**config.mk**
```make
export PLATFORM = sky130hd
export DESIGN_NAME = cla_seq_adder
export DESIGN_NICKNAME = d
export VERILOG_FILES = /design/src/rtl/cla_seq_adder.sv
export SDC_FILE = /design/constraint.sdc
export NUM_CORES = 1
export LEC_CHECK = 0
export BUFFER_PORTS_ARGS = -buffer_cell sky130_fd_sc_hd__clkbuf_2
export CAP_MARGIN = 20
export CORE_AREA = 3 3 78 80
export CTS_BUF_LIST = sky130_fd_sc_hd__clkbuf_16
export CTS_CLUSTER_SIZE = 16
export DETAILED_ROUTE_END_ITERATION = 10
export DIE_AREA = 0 0 81 83
export PLACE_DENSITY = 0.71
export SLEW_MARGIN = 0
export SYNTH_ARGS = -nofsm -noshare
export SYNTH_HDL_FRONTEND = slang
export SYNTH_SLANG_ARGS = --single-unit
```
**constraint.sdc**
```tcl
create_clock -name clk -period 5.58 [get_ports clk]
set_input_delay 0.279 -clock clk [delete_from_list [all_inputs] [get_ports clk]]
set_output_delay 0.279 -clock clk [all_outputs]
set_load 0.02 [all_outputs]
```
**src/rtl/cla_seq_adder.sv**
```systemverilog
// Multi-cycle WIDTH-bit adder that time-shares one 4-bit carry-lookahead slice, LSB nibble first.
// Optional subtract mode (op_sub port) is built when CLA_SEQ_SUB_EN is defined.

module PGCalc (
    input  logic [3:0] a,
    input  logic [3:0] b,
    input  logic       cin,
    output logic [3:0] sum,
    output logic       cout
);
    logic [3:0] g;
    logic [3:0] p;
    logic [4:0] c;

    assign g    = a & b;
    assign p    = a ^ b;
    assign c[0] = cin;
    assign c[1] = g[0] | (p[0] & cin);
    assign c[2] = g[1] | (p[1] & g[0]) | (p[1] & p[0] & cin);
    assign c[3] = g[2] | (p[2] & g[1]) | (p[2] & p[1] & g[0]) | (p[2] & p[1] & p[0] & cin);
    assign c[4] = g[3] | (p[3] & g[2]) | (p[3] & p[2] & g[1]) | (p[3] & p[2] & p[1] & g[0])
                | (p[3] & p[2] & p[1] & p[0] & cin);
    assign sum  = p ^ c[3:0];
    assign cout = c[4];
endmodule

module cla_seq_adder #(
    parameter int WIDTH = 16
) (
    input  logic             clk,
    input  logic             rst_n,
    input  logic             in_valid,
    output logic             in_ready,
    input  logic [WIDTH-1:0] a,
    input  logic [WIDTH-1:0] b,
    input  logic             cin,
`ifdef CLA_SEQ_SUB_EN
    input  logic             op_sub,
`endif
    output logic             out_valid,
    input  logic             out_ready,
    output logic [WIDTH-1:0] sum,
    output logic             cout,
    output logic             ovf
);
    localparam int NSLICE = WIDTH / 4;
    localparam int KW     = (NSLICE > 1) ? $clog2(NSLICE) : 1;

    if (WIDTH < 4 || (WIDTH % 4) != 0) begin : g_bad_width
        $error("cla_seq_adder: WIDTH must be a multiple of 4 and at least 4");
    end

    typedef enum logic [1:0] {IDLE, RUN, DONE} state_t;

    state_t            state;
    state_t            next_state;
    logic [WIDTH-1:0]  a_q;
    logic [WIDTH-1:0]  b_q;
    logic              carry_q;
    logic [KW-1:0]     k_q;
    logic [WIDTH-1:0]  sum_q;
    logic              cout_q;
    logic              ovf_q;

    logic [WIDTH-1:0]  b_in;
    logic              c_in;
    logic [KW+1:0]     base;
    logic [3:0]        nib_a;
    logic [3:0]        nib_b;
    logic [3:0]        s_sum;
    logic              s_cout;
    logic              last;

`ifdef CLA_SEQ_SUB_EN
    // Subtraction stores ~b and forces carry-in so the slice computes a + ~b + 1.
    assign b_in = op_sub ? ~b : b;
    assign c_in = op_sub ? 1'b1 : cin;
`else
    assign b_in = b;
    assign c_in = cin;
`endif

    assign base  = {k_q, 2'b00};
    assign nib_a = a_q[base +: 4];
    assign nib_b = b_q[base +: 4];
    assign last  = (k_q == KW'(NSLICE - 1));

    PGCalc u_slice (
        .a    (nib_a),
        .b    (nib_b),
        .cin  (carry_q),
        .sum  (s_sum),
        .cout (s_cout)
    );

    always_ff @(posedge clk or negedge rst_n) begin
        if (!rst_n) state <= IDLE;
        else        state <= next_state;
    end

    always_comb begin
        next_state = state;
        case (state)
            IDLE:    if (in_valid)  next_state = RUN;
            RUN:     if (last)      next_state = DONE;
            DONE:    if (out_ready) next_state = IDLE;
            default:                next_state = IDLE;
        endcase
    end

    always_ff @(posedge clk or negedge rst_n) begin
        if (!rst_n) begin
            a_q     <= '0;
            b_q     <= '0;
            carry_q <= 1'b0;
            k_q     <= '0;
            sum_q   <= '0;
            cout_q  <= 1'b0;
            ovf_q   <= 1'b0;
        end else begin
            case (state)
                IDLE: begin
                    if (in_valid) begin
                        a_q     <= a;
                        b_q     <= b_in;
                        carry_q <= c_in;
                        k_q     <= '0;
                    end
                end
                RUN: begin
                    sum_q[base +: 4] <= s_sum;
                    carry_q          <= s_cout;
                    if (last) begin
                        cout_q <= s_cout;
                        // Carry into the top bit is recovered from the last nibble's bit 3.
                        ovf_q  <= (nib_a[3] ^ nib_b[3] ^ s_sum[3]) ^ s_cout;
                    end else begin
                        k_q <= k_q + 1'b1;
                    end
                end
                default: ;
            endcase
        end
    end

    assign in_ready  = (state == IDLE);
    assign out_valid = (state == DONE);
    assign sum       = sum_q;
    assign cout      = cout_q;
    assign ovf       = ovf_q;
endmodule

```
==> impl_metrics.csv, run 1 <==
group,metric,value,unit
synth,synth_cell_types,35,
power,cellPowerDensity,670,nW/um^2
clocking,cts_resized,0,
clocking,clkTransAtPathRegs,0.07,ns
placed_design,routabilityCongestion,0.758,
run_status,status,"complete, no violations",
grt,antenna_found_initial,0,
critical_path,critPathMaxFanout,14,
placed_design,io_buffers,56,
power,leakagePower,1.55,nW
critical_path,crit_chain,"mux4_2 > ha_1 > a211oi_1 > o21bai_2 > xor2_1 > a22o_1",
timing,grt_setup_unrepaired,"false",
floorplan,pin_count,57,
placed_design,dp_hpwl,3.51,mm
route,routed_via_density,5.22,
floorplan,die_area,6720,um^2
clocking,cts_tree,"built",
route,drc,0,
route,drt_iter0_markers,66,
worst_hold_path,hp-class,"input port to asynchronous set/reset pin",
power,vdd_drop_max,0.355,mV
synth,yosysWarnings,0,
final_layout,mostFrequentLayoutCell,"clkbuf_2",
timing,skew,0.00678,ns
timing,hold_viol,0,
grt,grt_pass1_vias,1710,
clocking,clk_latency,0.29,ns
floorplan,chipWidth,81,um
route,ant_nets,0,
grt,grt_usage,16.1,%
synth,synth_nets,237,
route,via_count,1659,
floorplan,rows,27,
grt,grt_max_degree,56,
route,wirelength,4.88,mm
floorplan,start_util,49.9,%
grt,use_met3,3.47,%
clocking,cts_setup_buffers,0,
route,first_pass_iters,4,
critical_path,required,5.80,ns
synth,syn_area_per_cell,14.5,um^2
critical_path,slowest_delay,0.82,ns
grt,grt-ovfl-total,0,
power,power,2.12,mW
clocking,cts_made_buffers,5,
clocking,clock-sinks,55,
final_layout,diodes,0,
critical_path,crit_type,"flop to flop",
route,wl_per_cell,15.4,um
final_layout,final_area,3160,um^2
clocking,clock_path_buffers,2,
critical_path,crit_buf_inv,0,
grt,grt_use_met2,25.1,%
clocking,cts_htree_levels,2,
timing,drv_slew,0,
timing,maxSlewHeadroom,50.8,%
final_layout,drive_gt1_share,44.3,%
clocking,root_buffer,"clkbuf_16",
job,cap_violations,0,
timing,finalSetupTns,0,ns
clocking,cts_hold_buf,0,
grt,grt_busiest_layer,"met2",
critical_path,crit_family,"flip-flops",
placed_design,dpl_cell_area,3020,um^2
synth,synth_edf_count,0,
grt,use_met1,22.2,%
critical_path,reg2reg_setup_slack,2.71,ns
synth,syn-cell-area,2730,um^2
synth,ys.flop_type,"dfrtp_1",
critical_path,cp-start-kind,"flop",
synth,synth-seq-area-share,50.4,%
final_layout,mostFrequentLayoutCells,"clkbuf_2 (56), dfrtp_1 (55), mux2_4 (29), nand2_1 (14), a22o_1 (13)",
synth,synthArstFlopShare,100,%
timing,setup_viol,0,
timing,worst_pin_slew,0.739,ns
critical_path,cpMaxStageDelayCell,"dfrtp_1",
synth,synth_cells,188,
floorplan,core,5470,um^2
critical_path,critPathArrivalTime,3.09,ns
floorplan,die_y,83,um
synth,ys_ff_latch,55,
final_layout,fin_nets,294,
timing,max_freq,348,MHz
grt,grt_pass1_wl,8.38,mm
timing,finalCriticalPeriod,2.87,ns
final_layout,syn_to_final_growth,15.9,%
critical_path,critPathCaptureType,"flop",
timing,finalCritPeriodShare,51.4,%
-- cell families after synthesis --
group | count (synthesis) | synth area share [%]
XOR/XNOR | 3 | 0.963
AO/OA/AOI/OAI | 31 | 8.16
flip-flops | 55 | 50.4
AND/OR/NAND/NOR | 31 | 5.82
adder cells (fa/ha/maj) | 12 | 5.78
multiplexers | 43 | 24.9
buffers and inverters | 13 | 3.90
-- metrics by stage --
| stage | instances | hold slack [ns] | setup slack (ns) | utilization (%) |
|---|---|---|---|---|
| 6_report | 318 | 0.111 | 2.71 | 57.8 |
| 5_1_grt | 318 | 0.177 | 2.45 | 57.8 |
| 4_1_cts | 318 | 0.140 | 2.68 | 57.8 |
| 3_5_place_dp | 310 | 0.444 | 2.70 | 55.2 |
| 3_3_place_gp | 310 | 0.449 | 2.80 | 55.2 |
| 2_1_floorplan | 188 | -0.0166 | 3.08 | - |
-- Yosys cell counts (all sizes together), types with 2 or more instances --
cell,n,area [um^2]
a21oi,2,10.0
a22o,13,114
and3,2,12.5
buf,7,83.8
dfrtp,55,1380
ha,11,138
inv,6,22.5
mux2,33,480
mux2i,2,20.0
mux4,8,180
nand2,14,52.6
nand2b,2,12.5
nand3,3,15.0
nor2,5,21.3
o21ai,10,50.0
o21bai,2,18.8
xor2,3,26.3
-- worst register-to-register path, cell delays in order, from the launching register on --
cell,delay (ns)
dfrtp_1,0.82
mux4_2,0.65
ha_1,0.33
a211oi_1,0.28
o21bai_2,0.14
xor2_1,0.37
a22o_1,0.21
-- area by class of cell --
cell class                      instances  area (um^2)
Clock buffer                            5          125
Inverter                                6         22.5
Tap cell                               72         90.1
Sequential cell                        55         1380
Fill cell                             474         2310
Timing Repair Buffer                   57          288
Clock inverter                          3         15.0
Multi-Input combinational cell        120         1250
-- layer usage --
metal | wire length [um] | share of wire, %
met1 | 2270 | 46
met2 | 2350 | 48
met3 | 204 | 4.2
met4 | 63 | 1.3
met5 | 0 | 0
-- report_power, final --
| part | internal [mW] | total [mW] | switching (mW) |
|---|---|---|---|
| Sequential | 0.577 | 0.721 | 0.144 |
| Combinational | 0.549 | 1.10 | 0.554 |
| Clock | 0.163 | 0.296 | 0.133 |
-- state kept, by name, summed over array words and instances (netlist names) --
| name | flops |
|---|---|
| a_q | 16 |
| b_q | 16 |
| sum | 16 |
| k_q | 2 |
| state | 2 |
| carry_q | 1 |
| cout | 1 |
| ovf | 1 |
-- final timing paths --
path,startpoint,endpoint,depth (start not counted)
min in group clk,out_ready,state[1],2
hold / removal,rst_n,a_q[12],2
max in group asynchronous,rst_n,ovf,2
setup / recovery,k_q[0],sum[7],6
setup reg to reg,k_q[0],sum[7],6
hold reg to reg,sum[14],sum[14],2
No activity file was read; power rests on OpenSTA's default activity.
==> run 2, diff against run 1 <==
==> constraint.sdc (replaced) <==
create_clock -name clk -period 2.69 [get_ports clk]
set_input_delay 0.1345 -clock clk [delete_from_list [all_inputs] [get_ports clk]]
set_output_delay 0.1345 -clock clk [all_outputs]
set_load 0.02 [all_outputs]
==> run 2 against run 1 <==
  * Flip-flop and latch count did not move
  * Critical path type unchanged
  * Core utilization rose by 0.75 points
  * Setup slack got worse by 2.5 ns
  * Fmax grew 17%
  * Critical path depth increased by 1
  * Clock skew decreased by 0.0028 ns
  * Routed wire length rose by 9.7%
  * Highest routed layer unchanged
  * Design area grew 1.3%
==> impl_metrics.csv, run 2 (synthesized netlist as in run 1, its figures left out) <==
group,metric,value,unit
timing,drv_slew,0,
critical_path,crit_chain,"buf_4 > mux4_2 > ha_1 > o21ai_0 > o21bai_2 > xor2_1 > a22o_1",
placed_design,dp_hpwl,4.03,mm
critical_path,startpoint,"k_q[0]",
critical_path,r2r_end,"sum[7]",
final_layout,drive_gt1_share,45.0,%
floorplan,die_area,6720,um^2
placed_design,io_buffers,56,
floorplan,rows,27,
timing,worst_pin_slew,0.905,ns
final_layout,syn_to_final_growth,17.4,%
route,routed_via_density,5.28,
critical_path,critPathCapture,"sum[7]",
final_layout,num-fill-cells,475,
clocking,clock-sinks,55,
job,cap_violations,0,
timing,max_freq,409,MHz
timing,skew,0.00395,ns
floorplan,pin_count,57,
placed_design,pre_cts_ws,0.283,ns
worst_hold_path,hp-class,"input port to flop",
clocking,clkTransAtPathRegs,0.07,ns
power,vdd_drop_max,0.635,mV
clocking,clk_latency,0.29,ns
timing,grt_setup_unrepaired,"false",
floorplan,die_y,83,um
route,wl_per_cell,16.6,um
power,switching_share,39.5,%
timing,setup_viol,0,
route,wirelength,5.36,mm
clocking,cts_made_buffers,5,
grt,grt_max_degree,38,
clocking,cts_htree_levels,2,
critical_path,cp-start-kind,"flop",
final_layout,fin_nets,299,
critical_path,critPathMaxFanout,5,
grt,grt_usage,17.6,%
critical_path,required,2.92,ns
clocking,cts_tree,"built",
power,cellPowerDensity,1430,nW/um^2
route,drc,0,
timing,maxSlewHeadroom,39.7,%
grt,grt-ovfl-total,0,
power,leakagePower,1.58,nW
timing,fin_ws,0.243,ns
clocking,clock_path_buffers,2,
timing,finalCritPeriodShare,91.0,%
final_layout,mostFrequentLayoutCells,"clkbuf_2 (56), dfrtp_1 (55), mux2_4 (29), nand2_1 (14), a22o_1 (13)",
final_layout,mostFrequentLayoutCell,"clkbuf_2",
critical_path,critPathArrivalTime,2.68,ns
timing,finalCriticalPeriod,2.45,ns
final_layout,diodes,0,
power,p_clk_share,13.7,%
floorplan,core,5470,um^2
power,power_switching,1.80,mW
clocking,root_buffer,"clkbuf_16",
grt,grt_pass1_wl,9.10,mm
timing,finalSetupTns,0,ns
critical_path,cpMaxStageDelayCell,"mux4_2",
grt,antenna_found_initial,0,
critical_path,reg2reg_setup_slack,0.24,ns
power,intPower,2.76,mW
timing,hold_viol,0,
critical_path,critPathCaptureType,"flop",
floorplan,start_util,49.9,%
floorplan,chipWidth,81,um
critical_path,reg2reg_from,"k_q[0]",
critical_path,ff2ff_path_depth,7,
critical_path,slowest_delay,0.50,ns
route,ant_nets,0,
route,drt_iter0_markers,59,
grt,grt_pass1_vias,1804,
power,p_comb_share,54.1,%
clocking,cts_resized,0,
placed_design,routabilityCongestion,0.779,
run_status,status,"complete, no violations",
power,pwr-share-seq,32.2,%
critical_path,crit_type,"flop to flop",
route,first_pass_iters,4,
final_layout,finish.utilization,58.6,%
route,via_count,1707,
timing,whs,0.0299,ns
[run 2: changes by cell type in the layout (fill, tap and decap cells not counted), sizes merged]
cell,delta
buf,+4
inv,+1
dlygate4sd3,+1
clkinvlp,-1
[run 2: how the worst min path moves through the flow]
stage	startpoint	end	slack [ns]	depth (start not counted)
finish	out_ready	state[1]	0.03	2
CTS	out_ready	state[1]	0.03	2
detailed placement	rst_n	a_q[12]	0.32	1
global route	out_ready	state[1]	0.04	2
floorplan	rst_n	a_q[0]	-0.16	0
global placement	rst_n	a_q[8]	0.30	1
[run 2: final cells by class]
class                      count  area, um^2  share of cell area (%)
inverter                       6        22.5                   0.703
timing repair buffer          62         328                    10.2
multi-input combinational    120        1250                    38.9
clock buffer                   5         125                    3.90
sequential                    55        1380                    43.0
clock inverter                 3        16.3                   0.508
tap                           72        90.1                    2.81
[run 2: layer usage]
layer	vias to the layer above	wire length, um	GRT usage [%]
met5	-	0	0
li1	805	-	-
met4	0	89	6.45
met2	38	2710	29.3
met3	7	207	3.15
met1	857	2350	22.6
[run 2: repair_timing]
action                                 in CTS  in global routing
endpoints found under the hold margin      16                  0
hold buffers                                1                  0
buffers inserted                            0                  0
[run 2: critical path: cells and delay by family, from the launching register on]
family          cells  cell delay [ns]
compound gates      3             0.58
xor+xnor            1             0.33
fa+ha+maj           1             0.35
buf+inv             1             0.20
flops               1             0.43
mux                 1             0.50
[run 2: power by group through the flow]
stage	combinational [mW]	clock, mW	sequential [mW]
5_1_grt	2.72	0.668	1.53
6_report	2.47	0.624	1.47
4_1_cts	2.49	0.645	1.48
3_5_place_dp	2.48	0	1.48
3_3_place_gp	2.39	0	1.47
2_1_floorplan	1.84	0	1.47
[run 2: per-stage QoR]
stage / instances / total power [mW] / area (um^2)
global route: 323 / 4.91 / 3200
finish: 323 / 4.57 / 3200
floorplan: 188 / 3.30 / 2730
CTS: 323 / 4.62 / 3200
detailed placement: 314 / 3.96 / 3050
global placement: 314 / 3.86 / 3050
==> run 3, diff against run 2 <==
--- a/config.mk
+++ b/config.mk
@@ -7,12 +7,14 @@
 export LEC_CHECK = 0
 export BUFFER_PORTS_ARGS = -buffer_cell sky130_fd_sc_hd__clkbuf_2
 export CAP_MARGIN = 20
-export CORE_AREA = 3 3 78 80
+export CELL_PAD_IN_SITES_DETAIL_PLACEMENT = 0
+export CELL_PAD_IN_SITES_GLOBAL_PLACEMENT = 2
+export CORE_AREA = 3 3 90 92
 export CTS_BUF_LIST = sky130_fd_sc_hd__clkbuf_16
 export CTS_CLUSTER_SIZE = 16
 export DETAILED_ROUTE_END_ITERATION = 10
-export DIE_AREA = 0 0 81 83
-export PLACE_DENSITY = 0.71
+export DIE_AREA = 0 0 93 95
+export PLACE_DENSITY = 0.75
 export SLEW_MARGIN = 0
 export SYNTH_ARGS = -nofsm -noshare
 export SYNTH_HDL_FRONTEND = slang
==> run 3 against run 2 <==
  * Cell count is 8.4% higher
  * Non-clock buffer count is 1 higher
  * Die area rose by 31%
  * Hold slack better by 0.0037 ns
  * Critical path depth unchanged
  * Clock-buffer cell count unchanged
  * Fmax is 3.2% higher
  * Clock power shrank 2%
  * Via count is 2.8% lower
  * Critical endpoint is now sum[15]
  * Largest power group unchanged
==> impl_metrics.csv, run 3 (synthesized netlist as in run 1, its figures left out) <==
group,metric,value,unit
floorplan,die_area,8840,um^2
placed_design,routabilityCongestion,0.790,
timing,worst_pin_slew,0.874,ns
timing,max_freq,422,MHz
critical_path,reg2reg_setup_slack,0.32,ns
clocking,clk_latency,0.28,ns
worst_hold_path,hp-class,"input port to flop",
timing,setup_viol,0,
final_layout,syn_to_final_growth,18.7,%
timing,hold_viol,0,
worst_hold_path,holdCritStartpoint,"out_ready",
grt,grt-ovfl-total,0,
job,cap_violations,0,
grt,grt_pass1_vias,1798,
critical_path,slowest_delay,0.50,ns
route,wl_per_cell,15.3,um
critical_path,required,2.87,ns
critical_path,critPathMaxFanout,5,
run_status,status,"complete, no violations",
critical_path,crit_type,"flop to flop",
final_layout,mostFrequentLayoutCells,"clkbuf_2 (56), dfrtp_1 (55), mux2_4 (29), nand2_1 (14), a22o_1 (13)",
route,drt_iter0_markers,53,
clocking,cts_setup_buffers,0,
clocking,root_buffer,"clkbuf_16",
power,cellPowerDensity,1410,nW/um^2
floorplan,core,7290,um^2
clocking,clkTransAtPathRegs,0.07,ns
floorplan,die_y,95,um
floorplan,rows,31,
clocking,cts_resized,0,
final_layout,num-fill-cells,677,
timing,finalCritPeriodShare,88.1,%
critical_path,ff2ff_path_depth,7,
timing,grt_setup_unrepaired,"false",
route,routed_via_density,4.74,
timing,maxSlewHeadroom,41.7,%
power,power,4.58,mW
timing,skew,0.00408,ns
power,leakagePower,1.58,nW
final_layout,fin_nets,300,
final_layout,drive_gt1_share,45.4,%
worst_hold_path,whs_path_depth,2,
critical_path,crit_buf_inv,1,
route,ant_nets,0,
critical_path,cpMaxStageDelayCell,"mux4_2",
critical_path,crit_chain,"buf_4 > mux4_2 > ha_1 > o21ai_0 > o21bai_2 > xor2_1 > a22o_1",
clocking,cts_tree,"built",
placed_design,dp_hpwl,4.16,mm
route,first_pass_iters,4,
power,vdd_drop_max,0.530,mV
grt,antenna_found_initial,0,
final_layout,mostFrequentLayoutCell,"clkbuf_2",
route,via_count,1660,
clocking,clock-sinks,55,
timing,finalSetupTns,0,ns
grt,grt_max_degree,36,
worst_hold_path,whs_endpoint,"state[1]",
route,drc,0,
clocking,clock_path_buffers,2,
clocking,cts_htree_levels,2,
critical_path,reg2reg_from,"k_q[0]",
placed_design,io_buffers,56,
critical_path,crit_family,"compound AO/OA/AOI/OAI gates",
final_layout,diodes,0,
floorplan,start_util,37.4,%
clocking,cts_made_buffers,5,
floorplan,chipWidth,93,um
critical_path,r2r_end,"sum[15]",
timing,drv_slew,0,
route,wirelength,5.37,mm
floorplan,pin_count,57,
critical_path,critPathArrivalTime,2.55,ns
grt,grt_usage,13.2,%
grt,grt_pass1_wl,9.05,mm
critical_path,critPathCaptureType,"flop",
clocking,cts_hold_buf,1,
critical_path,cp-start-kind,"flop",
critical_path,startpoint,"k_q[0]",
timing,finalCriticalPeriod,2.37,ns
==> run 3: changes by cell type in the layout (fill, tap and decap cells not counted) <==
| cell | change |
|---|---|
| buf_4 | +1 |
| clkinv_2 | +1 |
| clkinv_4 | -1 |
| inv_1 | -1 |
==> run 3: final cells by class <==
type | count | area, um^2 | area share, %
Clock buffer | 5 | 125 | 3.86
Clock inverter | 2 | 8.76 | 0.270
Inverter | 6 | 22.5 | 0.696
Multi-Input combinational cell | 120 | 1250 | 38.5
Sequential cell | 55 | 1380 | 42.5
Tap cell | 99 | 124 | 3.83
Timing Repair Buffer | 63 | 335 | 10.4
==> run 3: layer usage <==
| metal | part of all wire [%] | vias to the layer above | routed length, um | track usage [%] |
|---|---|---|---|---|
| met5 | 0 | - | 0 | 0 |
| li1 | - | 811 | - | - |
| met4 | 1.1 | 0 | 60 | 4.03 |
| met1 | 47 | 804 | 2550 | 17.8 |
| met3 | 3.7 | 4 | 197 | 2.71 |
| met2 | 48 | 41 | 2570 | 21.4 |
==> run 3: worst max-delay path by stage <==
stage | to | slack [ns] | depth (start not counted)
after CTS | sum[15] | 0.29 | 7
after global routing | sum[15] | 0.09 | 7
after detailed placement | sum[15] | 0.31 | 7
after global placement | sum[15] | 0.35 | 7
final | sum[15] | 0.32 | 7
after floorplan | sum[15] | 0.19 | 7
==> run 3: metrics by stage <==
stage | instance area, um^2 | setup slack [ns] | hold slack [ns] | utilization [%] | instances
after global routing | 3240 | 0.0857 | 0.0476 | 44.4 | 350
final | 3240 | 0.320 | 0.0335 | 44.4 | 350
after detailed placement | 3090 | 0.314 | 0.290 | 42.4 | 342
after floorplan | 2730 | 0.188 | -0.161 | - | 188
after CTS | 3240 | 0.291 | 0.0324 | 44.4 | 350
after global placement | 3090 | 0.350 | 0.293 | 42.4 | 342
==> run 3: power breakdown <==
part	total, mW	internal, mW	switching [mW]
Combinational	2.52	1.29	1.23
Sequential	1.45	1.20	0.252
Clock	0.610	0.336	0.274
